<file path="config.mk">
export PLATFORM = sky130hd
export DESIGN_NAME = keypad_scanner
export DESIGN_NICKNAME = d
export VERILOG_FILES = /design/src/rtl/keypad_pkg.sv /design/src/rtl/key_event_fifo.sv /design/src/rtl/keypad_scanner.sv
export SDC_FILE = /design/constraint.sdc
export NUM_CORES = 1
export LEC_CHECK = 0
export BUFFER_PORTS_ARGS = -buffer_cell sky130_fd_sc_hd__buf_2
export CORE_MARGIN = 10
export CORE_UTILIZATION = 60
export CTS_CLUSTER_DIAMETER = 80
export DETAILED_ROUTE_END_ITERATION = 16
export PLACE_DENSITY_LB_ADDON = 0.12
export SYNTH_ARGS = -nofsm -noshare
export SYNTH_HDL_FRONTEND = slang
export SYNTH_SLANG_ARGS = --single-unit
</file>
<file path="constraint.sdc">
create_clock -name clk -period 3.5 [get_ports clk]
set_input_delay 0.875 -clock clk [delete_from_list [all_inputs] [get_ports clk]]
set_output_delay 0.875 -clock clk [all_outputs]
set_load 0.02 [all_outputs]
</file>
<file path="src/rtl/keypad_pkg.sv">
// Shared types and sizing helpers for the keypad scanner and its event FIFO.
package keypad_pkg;

    typedef enum logic [1:0] {
        SCAN,
        COMPARE,
        EMIT
    } scan_state_t;

    // Wide enough for the largest 8x8 matrix; users slice down to KEY_W.
    localparam int CODE_W_MAX = 8;

    typedef struct packed {
        logic                  key_release;
        logic [CODE_W_MAX-1:0] code;
    } key_event_t;

    function automatic int clog2(input int n);
        int r;
        r = 0;
        for (int i = 0; i < 31; i++) begin
            if ((1 << i) < n) r = i + 1;
        end
        return r;
    endfunction

    // Register width for a counter/index over n values, never zero.
    function automatic int width_of(input int n);
        return (n > 1) ? clog2(n) : 1;
    endfunction

endpackage

</file>
<file path="src/rtl/key_event_fifo.sv">
// First-word-fall-through event FIFO; head data reads as zero while empty.
module key_event_fifo
    import keypad_pkg::*;
#(
    parameter int WIDTH = 9,
    parameter int DEPTH = 4
) (
    input  logic             clk,
    input  logic             reset,
    input  logic             push,
    input  logic [WIDTH-1:0] push_data,
    input  logic             pop,
    output logic [WIDTH-1:0] head_data,
    output logic             valid,
    output logic             full
);

    localparam int AW = width_of(DEPTH);

    logic [WIDTH-1:0] mem [DEPTH];
    logic [AW-1:0]    wr_ptr_reg;
    logic [AW-1:0]    rd_ptr_reg;
    logic [AW:0]      count_reg;
    logic             do_push;
    logic             do_pop;

    assign valid     = (count_reg != '0);
    assign full      = (count_reg == (AW + 1)'(DEPTH));
    assign do_pop    = pop && valid;
    // A pop in the same cycle frees the slot, so a full FIFO still accepts.
    assign do_push   = push && (!full || do_pop);
    assign head_data = valid ? mem[rd_ptr_reg] : '0;

    always_ff @(posedge clk) begin
        if (do_push) mem[wr_ptr_reg] <= push_data;
    end

    always_ff @(posedge clk) begin
        if (reset) begin
            wr_ptr_reg <= '0;
            rd_ptr_reg <= '0;
            count_reg  <= '0;
        end else begin
            if (do_push) wr_ptr_reg <= wr_ptr_reg + AW'(1);
            if (do_pop)  rd_ptr_reg <= rd_ptr_reg + AW'(1);
            if (do_push && !do_pop)
                count_reg <= count_reg + (AW + 1)'(1);
            else if (do_pop && !do_push)
                count_reg <= count_reg - (AW + 1)'(1);
        end
    end

endmodule

</file>
<file path="src/rtl/keypad_scanner.sv">
// Column-scanning matrix keypad reader with frame debounce and a press/release event FIFO.
module keypad_scanner
    import keypad_pkg::*;
#(
    parameter  int ROWS       = 4,
    parameter  int COLS       = 4,
    parameter  int CLK_DIV    = 50000,
    parameter  int DEBOUNCE   = 4,
    parameter  int FIFO_DEPTH = 4,
    localparam int NKEYS      = ROWS * COLS,
    localparam int KEY_W      = clog2(NKEYS)
) (
    input  logic             clk,
    input  logic             reset,
    input  logic [ROWS-1:0]  row,
    output logic [COLS-1:0]  column,
    output logic             key_valid,
    input  logic             key_ready,
    output logic [KEY_W-1:0] key_code,
    output logic             key_release,
    output logic             multi_key
);

    localparam int CW = width_of(COLS);
    localparam int TW = width_of(CLK_DIV);

    scan_state_t      state_reg;
    logic [ROWS-1:0]  row_meta_reg;
    logic [ROWS-1:0]  row_sync_reg;
    logic [ROWS-1:0]  rows_n;
    logic [TW-1:0]    tick_cnt_reg;
    logic             tick;
    logic [CW-1:0]    col_idx_reg;
    logic [3:0]       stable_cnt_reg;
    logic [3:0]       stable_cnt_next;
    logic [NKEYS-1:0] frame_reg;
    logic [NKEYS-1:0] prev_frame_reg;
    logic [NKEYS-1:0] debounced_reg;
    logic [NKEYS-1:0] debounced_minus_one;
    logic [NKEYS-1:0] frame_sampled;
    logic [KEY_W-1:0] k_reg;
    logic [COLS-1:0]  column_reg;
    logic             multi_key_reg;
    logic             emit_diff;
    logic             fifo_full;
    logic             fifo_push;
    logic             fifo_pop;
    key_event_t       push_event;
    key_event_t       head_event;
    logic             unused_code_bits;

    assign rows_n = ~row_sync_reg;
    assign tick   = (tick_cnt_reg == TW'(CLK_DIV - 1));

    // Only the keys in the currently driven column take the sampled row value.
    generate
        for (genvar gi = 0; gi < NKEYS; gi++) begin : g_key
            assign frame_sampled[gi] = (col_idx_reg == CW'(gi % COLS)) ? rows_n[gi / COLS]
                                                                        : frame_reg[gi];
        end
    endgenerate

    always_comb begin
        stable_cnt_next = 4'd1;
        if (frame_reg == prev_frame_reg)
            stable_cnt_next = (stable_cnt_reg >= 4'(DEBOUNCE)) ? 4'(DEBOUNCE)
                                                                : stable_cnt_reg + 4'd1;
    end

    assign emit_diff  = (frame_reg[k_reg] != debounced_reg[k_reg]);
    assign fifo_pop   = key_valid && key_ready;
    assign fifo_push  = (state_reg == EMIT) && emit_diff && (!fifo_full || fifo_pop);
    assign push_event = '{key_release: ~frame_reg[k_reg], code: CODE_W_MAX'(k_reg)};

    // x & (x-1) is non-zero exactly when two or more bits are set.
    assign debounced_minus_one = debounced_reg - NKEYS'(1);

    always_ff @(posedge clk) begin
        if (reset) begin
            state_reg      <= SCAN;
            row_meta_reg   <= '1;
            row_sync_reg   <= '1;
            tick_cnt_reg   <= '0;
            col_idx_reg    <= '0;
            stable_cnt_reg <= '0;
            frame_reg      <= '0;
            prev_frame_reg <= '0;
            debounced_reg  <= '0;
            k_reg          <= '0;
            column_reg     <= ~(COLS'(1));
            multi_key_reg  <= 1'b0;
        end else begin
            row_meta_reg  <= row;
            row_sync_reg  <= row_meta_reg;
            multi_key_reg <= |(debounced_reg & debounced_minus_one);
            case (state_reg)
                SCAN: begin
                    if (tick) begin
                        tick_cnt_reg <= '0;
                        frame_reg    <= frame_sampled;
                        if (col_idx_reg == CW'(COLS - 1)) begin
                            state_reg  <= COMPARE;
                            column_reg <= '1;
                        end else begin
                            col_idx_reg <= col_idx_reg + CW'(1);
                            column_reg  <= ~(COLS'(1) << (col_idx_reg + CW'(1)));
                        end
                    end else begin
                        tick_cnt_reg <= tick_cnt_reg + TW'(1);
                    end
                end
                COMPARE: begin
                    stable_cnt_reg <= stable_cnt_next;
                    if (frame_reg != prev_frame_reg) prev_frame_reg <= frame_reg;
                    if (stable_cnt_next == 4'(DEBOUNCE) && frame_reg != debounced_reg) begin
                        state_reg <= EMIT;
                        k_reg     <= '0;
                    end else begin
                        state_reg    <= SCAN;
                        col_idx_reg  <= '0;
                        tick_cnt_reg <= '0;
                        column_reg   <= ~(COLS'(1));
                    end
                end
                EMIT: begin
                    // Hold on a changed key until the FIFO can take its event.
                    if (!emit_diff || fifo_push) begin
                        if (emit_diff) debounced_reg[k_reg] <= frame_reg[k_reg];
                        if (k_reg == KEY_W'(NKEYS - 1)) begin
                            state_reg    <= SCAN;
                            col_idx_reg  <= '0;
                            tick_cnt_reg <= '0;
                            column_reg   <= ~(COLS'(1));
                        end else begin
                            k_reg <= k_reg + KEY_W'(1);
                        end
                    end
                end
                default: state_reg <= SCAN;
            endcase
        end
    end

    key_event_fifo #(
        .WIDTH ($bits(key_event_t)),
        .DEPTH (FIFO_DEPTH)
    ) u_fifo (
        .clk       (clk),
        .reset     (reset),
        .push      (fifo_push),
        .push_data (push_event),
        .pop       (fifo_pop),
        .head_data (head_event),
        .valid     (key_valid),
        .full      (fifo_full)
    );

    assign column           = column_reg;
    assign multi_key        = multi_key_reg;
    assign key_code         = head_event.code[KEY_W-1:0];
    assign key_release      = head_event.key_release;
    assign unused_code_bits = |head_event.code[CODE_W_MAX-1:KEY_W];

endmodule

</file>
======== Yosys cells after proc, flatten, opt, wreduce, memory -nomap -nowiden ========
Memories as Yosys holds them, arrays and structs flattened. A register that Yosys moved wholly into a read port is not among the register bits.
Index checks and enable logic that the tools add are counted.
word-level totals
  word-level logic and storage cells ...... 132
  output and inout bits ................... 11
  bits in writable memories ............... 20
  memories ................................ 1
  input port bits ......................... 7
  register bits after elaboration ......... 96
cells by class
  shift-type cells ........................ 1
  order comparisons ....................... 3
  add/subtract/negate cells ............... 9
  bitwise operators ....................... 4
  equality and inequality tests ........... 21
  multiplexer cells ....................... 41
  reductions and logical operators ........ 34
memories
  name        depth  width  read ports  clocked after Yosys merged registers in  wr ports  line                  text
  u_fifo.mem  4      5      1           1                                        1         key_event_fifo.sv:20  logic [WIDTH-1:0] mem [DEPTH];
operators by type and width
  kind                   count
  $mux 16                4
  $pmux 16 s3            1
  $mux 4                 10
  $ne 16x16->1           2
  $mux 2                 10
  $add 16x1->16 const B  1
  $and 16x16->16         1
  $bwmux 16              1
  $eq 16x16->1           1
  $eq 16x16->1 const B   1
  $reduce_or 16->1       1
  $sub 16x1->16 const B  1
  $reduce_and 3->1       5
  $ne 2x2->1 const B     6
  $pmux 2 s3             2
  $pmux 4 s3             1
  $reduce_and 4->1       3
  $logic_and 1x1->1      9
  $mux 9                 1
  $add 4x1->4 const B    2
  $bmux 1 s4             2
  $not 4->4              2
  $pmux 4 s2             1
  $add 2x1->2 const B    3
  other kinds (25)       42

======== Longest topological paths before layout ========
  depth in word-level cells ............... 10
  depth in mapped cells ................... 13
  mapped depth without buffers ............ 11

======== Modules after synthesis ========
A second synthesis with hierarchy kept.
second synthesis, totals
  cell total of the unflattened synthesis .. 649
  area total of the unflattened synthesis .. 6695.2 um2
by module, submodules not included
  module          cells an instance  times used  sequential area each (um2)  area an instance (um2)
  keypad_scanner  542                1           1781.7                      4835.9
  key_event_fifo  107                1           1261.2                      1859.3

======== Worst setup path before layout ========
OpenSTA, ideal clock, no wires.
  path kind ............................... flip-flop to flip-flop
  start ................................... register k_reg[1]
  end ..................................... register u_fifo.count_reg[2]
  stages on the path, launching flop included .. 13
  path slack .............................. 0.272 ns
  setup time .............................. 0.070 ns
  path buffers ............................ 1
  period minus slack after synthesis ...... 3.228 ns
  data arrival time ....................... 3.157 ns
  required time ........................... 3.430 ns
  cell sequence ........................... dfxtp_1 buf_6 mux4_2 mux2i_2 xor2_1 mux2i_1 nor2_1 ha_1 inv_1 fa_1 xor2_1 or3_1 a21oi_1
between the ends
  longest elaborated chain between the ends .. 9
  elaborated cells between the ends (all ways) .. 13
  those cells by class .................... eq/ne: 1; mux: 5; reduce/logical: 7
RTL lines
  item                               line                   text
  from (decl)                        keypad_scanner.sv:41   logic [KEY_W-1:0] k_reg;
  from (signal assigned)             keypad_scanner.sv:135  k_reg <= k_reg + KEY_W'(1);
  $bmux 1 s4                         keypad_scanner.sv:70   assign emit_diff = (frame_reg[k_reg] != debounced_reg[k_reg]);
  $mux 1 (implied by the code)       keypad_scanner.sv:70
  $ne 1x1->1 *                       keypad_scanner.sv:70
  $logic_and 1x1->1 * (2 in series)  keypad_scanner.sv:72   assign fifo_push = (state_reg == EMIT) && emit_diff && (!fifo_full || fifo_pop);
  $logic_and 1x1->1 *                key_event_fifo.sv:31   assign do_push = push && (!full || do_pop);
  named net u_fifo.do_push           key_event_fifo.sv:24   logic do_push;
  $logic_not 1->1                    key_event_fifo.sv:48   else if (do_pop && !do_push)
  $logic_and 1x1->1                  key_event_fifo.sv:48
  $reduce_bool 2->1 (no line)        --
  to (signal assigned)               key_event_fifo.sv:47   count_reg <= count_reg + (AW + 1)'(1);
  to (signal assigned)               key_event_fifo.sv:49   count_reg <= count_reg - (AW + 1)'(1);
  to (decl)                          key_event_fifo.sv:23   logic [AW:0] count_reg;
Mark *: on every way through the listed nets, which the timed path passes. The rest lies on a longest branch. The select of a mux whose other input is x is not followed.
A chain may end at the register's enable or synchronous reset.

======== Worst setup path in the final report ========
Same ends and word-level chain as after synthesis.

==> impl_metrics.env <==
export IMPL_dp_slack_ps=212
export IMPL_initial_core_util=0.623
export IMPL_register_area_mm2=0.00256
export IMPL_peakVddDrop_mv=0.379
export IMPL_drtAntennaViolNets=0
export IMPL_synth_async_sr_flop_share=0
export IMPL_place_hpwl_mm=9.59
export IMPL_startpoint="k_reg[1]$_SDFFE_PP0P_"
export IMPL_drive_gt1_frac=0.158
export IMPL_synthesis_area_mm2=0.00614
export IMPL_chipWidth_um=121
export IMPL_final_hold_violation_count=0
export IMPL_avgViaCountPerCell=6.21
export IMPL_nFillCells=743
export IMPL_nNetsFinal=650
export IMPL_grt_overflow=0
export IMPL_core_mm2=0.00986
export IMPL_yosysWarnings=0
export IMPL_grt_antenna_before_repair=0
export IMPL_finClkSkew_ps=5.72
export IMPL_vias=4756
export IMPL_finalCritPeriodShare=0.900
export IMPL_cts_tree="done"
export IMPL_cts_buffers=17
export IMPL_die_area_mm2=0.0147
export IMPL_maxCapViolCount=0
export IMPL_r2r_start="k_reg[1]$_SDFFE_PP0P_"
export IMPL_dr_pass1_iters=5
export IMPL_synth_cell_types=67
export IMPL_setup_worst_path_start_class="flop"
export IMPL_cts_setup_buffers=0
export IMPL_cp_data_arrival_time_ps=3620
export IMPL_setup_worst_path_class="flop to flop"
export IMPL_rows=36
export IMPL_path_clk_slew_ps=60
export IMPL_grt_pass1_wl_mm=23.6
export IMPL_leakagePower_nw=2.72
export IMPL_rsz0062_at_grt="false"
export IMPL_finalWirelength_mm=13.9
export IMPL_tns_ps=0
export IMPL_netlist_instances=607
export IMPL_cp_data_required_time_ps=3960
export IMPL_grt_pass1_vias=4845
export IMPL_grt_usage=0.200
export IMPL_slew_headroom=0.438
export IMPL_power_density_mw_per_mm2=446
export IMPL_r2r_setup_slack_ps=350
export IMPL_final_cells=766
export IMPL_drtIter0Drc=541
export IMPL_dieHeight_um=121
export IMPL_fmax_mhz=317
export IMPL_largest_reg_flops=20
export IMPL_r2r_end="u_fifo.count_reg[2]$_SDFFE_PP0P_"
export IMPL_multi_input_area_mm2=0.00334
export IMPL_drt_wirelength_per_cell_um=18.2
export IMPL_r2r_cells=11
export IMPL_fin_crit_ps=3150
export IMPL_hp_class="flop to flop"
export IMPL_seq_area_frac_synth=0.417
export IMPL_worst_slew_pin_slew_ps=840
export IMPL_ios=18
export IMPL_synth_edff_count=20
export IMPL_outcome="complete, no violations"
export IMPL_htree_levels=4
export IMPL_setup_violations=0
export IMPL_crit_path_end_kind="flop"
export IMPL_n_antenna_cell=0
export IMPL_ctsHoldBuffers=0
export IMPL_crit_end="u_fifo.count_reg[2]$_SDFFE_PP0P_"
export IMPL_cts_sinks=118
export IMPL_synthesis_nets=637
export IMPL_top_register="u_fifo.mem"
export IMPL_dp_cells=734
export IMPL_clock_path_buffers=2
export IMPL_ys_ff_latch=118
export IMPL_drv_slew=0
export IMPL_postSynthAreaPerCell_um2=10.1
export IMPL_remaining_drc_errors=0
export IMPL_critPathMaxFanout=5
export IMPL_grt_max_degree=58
export IMPL_setup_ws_ps=349
export IMPL_gp_congestion=0.873
export IMPL_ys_flop_type="dfxtp_1"
export IMPL_clock_root_buffer="clkbuf_8"
export IMPL_clk_latency_ps=540
export IMPL_syn_to_final_growth_pct=12.3
export IMPL_port_buffers=17
==> synthesized netlist by cell type, drive strengths merged, types with 2 or more instances <==
library cell | number | area (um2)
ha | 22 | 275
a31o | 5 | 43.8
xnor2 | 5 | 51.3
or4 | 11 | 82.6
and4 | 4 | 35.0
maj3 | 4 | 40.0
nor2 | 38 | 143
mux2i | 38 | 397
inv | 22 | 82.6
a21oi | 45 | 225
nor4 | 10 | 68.8
o22ai | 2 | 12.5
and2 | 12 | 75.1
nand3 | 10 | 50.1
mux2 | 5 | 56.3
dfxtp | 98 | 1960
mux4 | 12 | 270
or2 | 9 | 56.3
nor2b | 2 | 12.5
and3 | 2 | 12.5
nor3 | 17 | 90.1
nand3b | 4 | 30.0
o211ai | 5 | 37.5
nor3b | 4 | 30.0
o31ai | 14 | 119
or3b | 2 | 17.5
a211oi | 3 | 22.5
nand2 | 25 | 93.8
o41ai | 3 | 33.8
clkbuf | 27 | 101
a31oi | 3 | 18.8
nand4 | 15 | 93.8
nor4b | 4 | 35.0
o21ai | 12 | 60.1
edfxtp | 20 | 601
a311oi | 17 | 149
xor2 | 41 | 359
or3 | 11 | 68.8
or4b | 3 | 30.0
buf | 8 | 57.6
==> worst min path at each step <==
stage	from	endpoint	slack, ps	cells after the start
2_1_floorplan	row_meta_reg[0]$_SDFF_PP1_	row_sync_reg[0]$_SDFF_PP1_	390	1
3_3_place_gp	row_meta_reg[3]$_SDFF_PP1_	row_sync_reg[3]$_SDFF_PP1_	390	1
3_5_place_dp	row_meta_reg[2]$_SDFF_PP1_	row_sync_reg[2]$_SDFF_PP1_	400	1
4_1_cts	row_meta_reg[1]$_SDFF_PP1_	row_sync_reg[1]$_SDFF_PP1_	410	1
5_1_grt	row_meta_reg[2]$_SDFF_PP1_	row_sync_reg[2]$_SDFF_PP1_	420	1
6_report	row_meta_reg[3]$_SDFF_PP1_	row_sync_reg[3]$_SDFF_PP1_	410	1
==> placed cells by master, fill, tap and decap left out, types with 4 or more instances in the layout <==
master / instances
dfxtp_1: 96
a21oi_1: 45
xor2_1: 41
nor2_1: 37
mux2i_1: 36
nand2_1: 25
ha_1: 22
inv_1: 20
edfxtp_1: 20
a311oi_1: 17
clkbuf_16: 17
buf_2: 17
nor3_1: 16
nand4_1: 15
o31ai_1: 13
mux4_2: 12
and2_1: 12
buf_4: 12
or3_1: 11
or4_1: 11
nand3_1: 10
or2_2: 9
nor4_1: 9
o21ai_1: 9
o211ai_1: 5
mux2_1: 4
nand3b_1: 4
and4_1: 4
nor4b_1: 4
xnor2_1: 4
nor3b_1: 4
maj3_1: 4
clkinv_2: 4
clkinvlp_4: 4
==> critical path, cell delays in order (launching register included) <==
cell	delay [ps]
dfxtp_2	420
mux4_2	540
mux2i_2	270
xor2_1	270
mux2i_1	140
nor2_1	180
ha_1	200
inv_1	60
fa_1	370
xor2_1	180
or3_1	300
a21oi_1	140
==> per-layer routing <==
| layer | track usage | vias to the layer above | wire (um) |
|---|---|---|---|
| met4 | 0.102 | 0 | 332 |
| met1 | 0.233 | 2323 | 6170 |
| met2 | 0.335 | 110 | 6820 |
| li1 | - | 2294 | - |
| met3 | 0.0507 | 29 | 623 |
| met5 | 0 | - | 0 |
==> logic make-up (layout without fill, tap and decap cells) <==
logic type                 count (synthesis)  count (layout)  synth area share
muxes                                     55              55             0.118
and+or+nand+nor                          186             186             0.171
xor gates and xnor gates                  46              46            0.0668
adders and majority gates                 27              27            0.0546
DFF                                      118             118             0.417
buffers and inverters                     57              83            0.0393
AOI/OAI and AO/OA                        118             118             0.133
==> cell type report <==
| cell class | instances | share of cell area |
|---|---|---|
| multi-input combinational | 432 | 0.484 |
| sequential | 118 | 0.372 |
| clock buffer | 21 | 0.0682 |
| timing repair buffer | 29 | 0.0254 |
| tap | 133 | 0.0241 |
| clock inverter | 11 | 0.0141 |
| inverter | 22 | 0.0120 |
==> stage by stage <==
step / hold WS (ps) / utilization / total power, mW / instance area, um2
floorplan: 389 / - / 1.44 / 6140
global placement: 393 / 0.642 / 1.45 / 6330
detailed placement: 395 / 0.642 / 1.46 / 6330
CTS: 409 / 0.699 / 3.10 / 6900
global route: 417 / 0.700 / 3.17 / 6900
finish: 408 / 0.700 / 3.08 / 6900
==> where the power goes <==
group | internal (mW) | total, mW | switching (mW)
clock | 1.02 | 1.65 | 0.632
sequential | 1.38 | 1.39 | 0.00571
combinational | 0.0135 | 0.0397 | 0.0262
==> timing repair <==
action	4_1_cts	5_1_grt
gates resized for setup	0	2
endpoints found under the hold margin	0	0
setup endpoints to repair	0	1
Note: power is estimated with default switching activity, not from simulation.
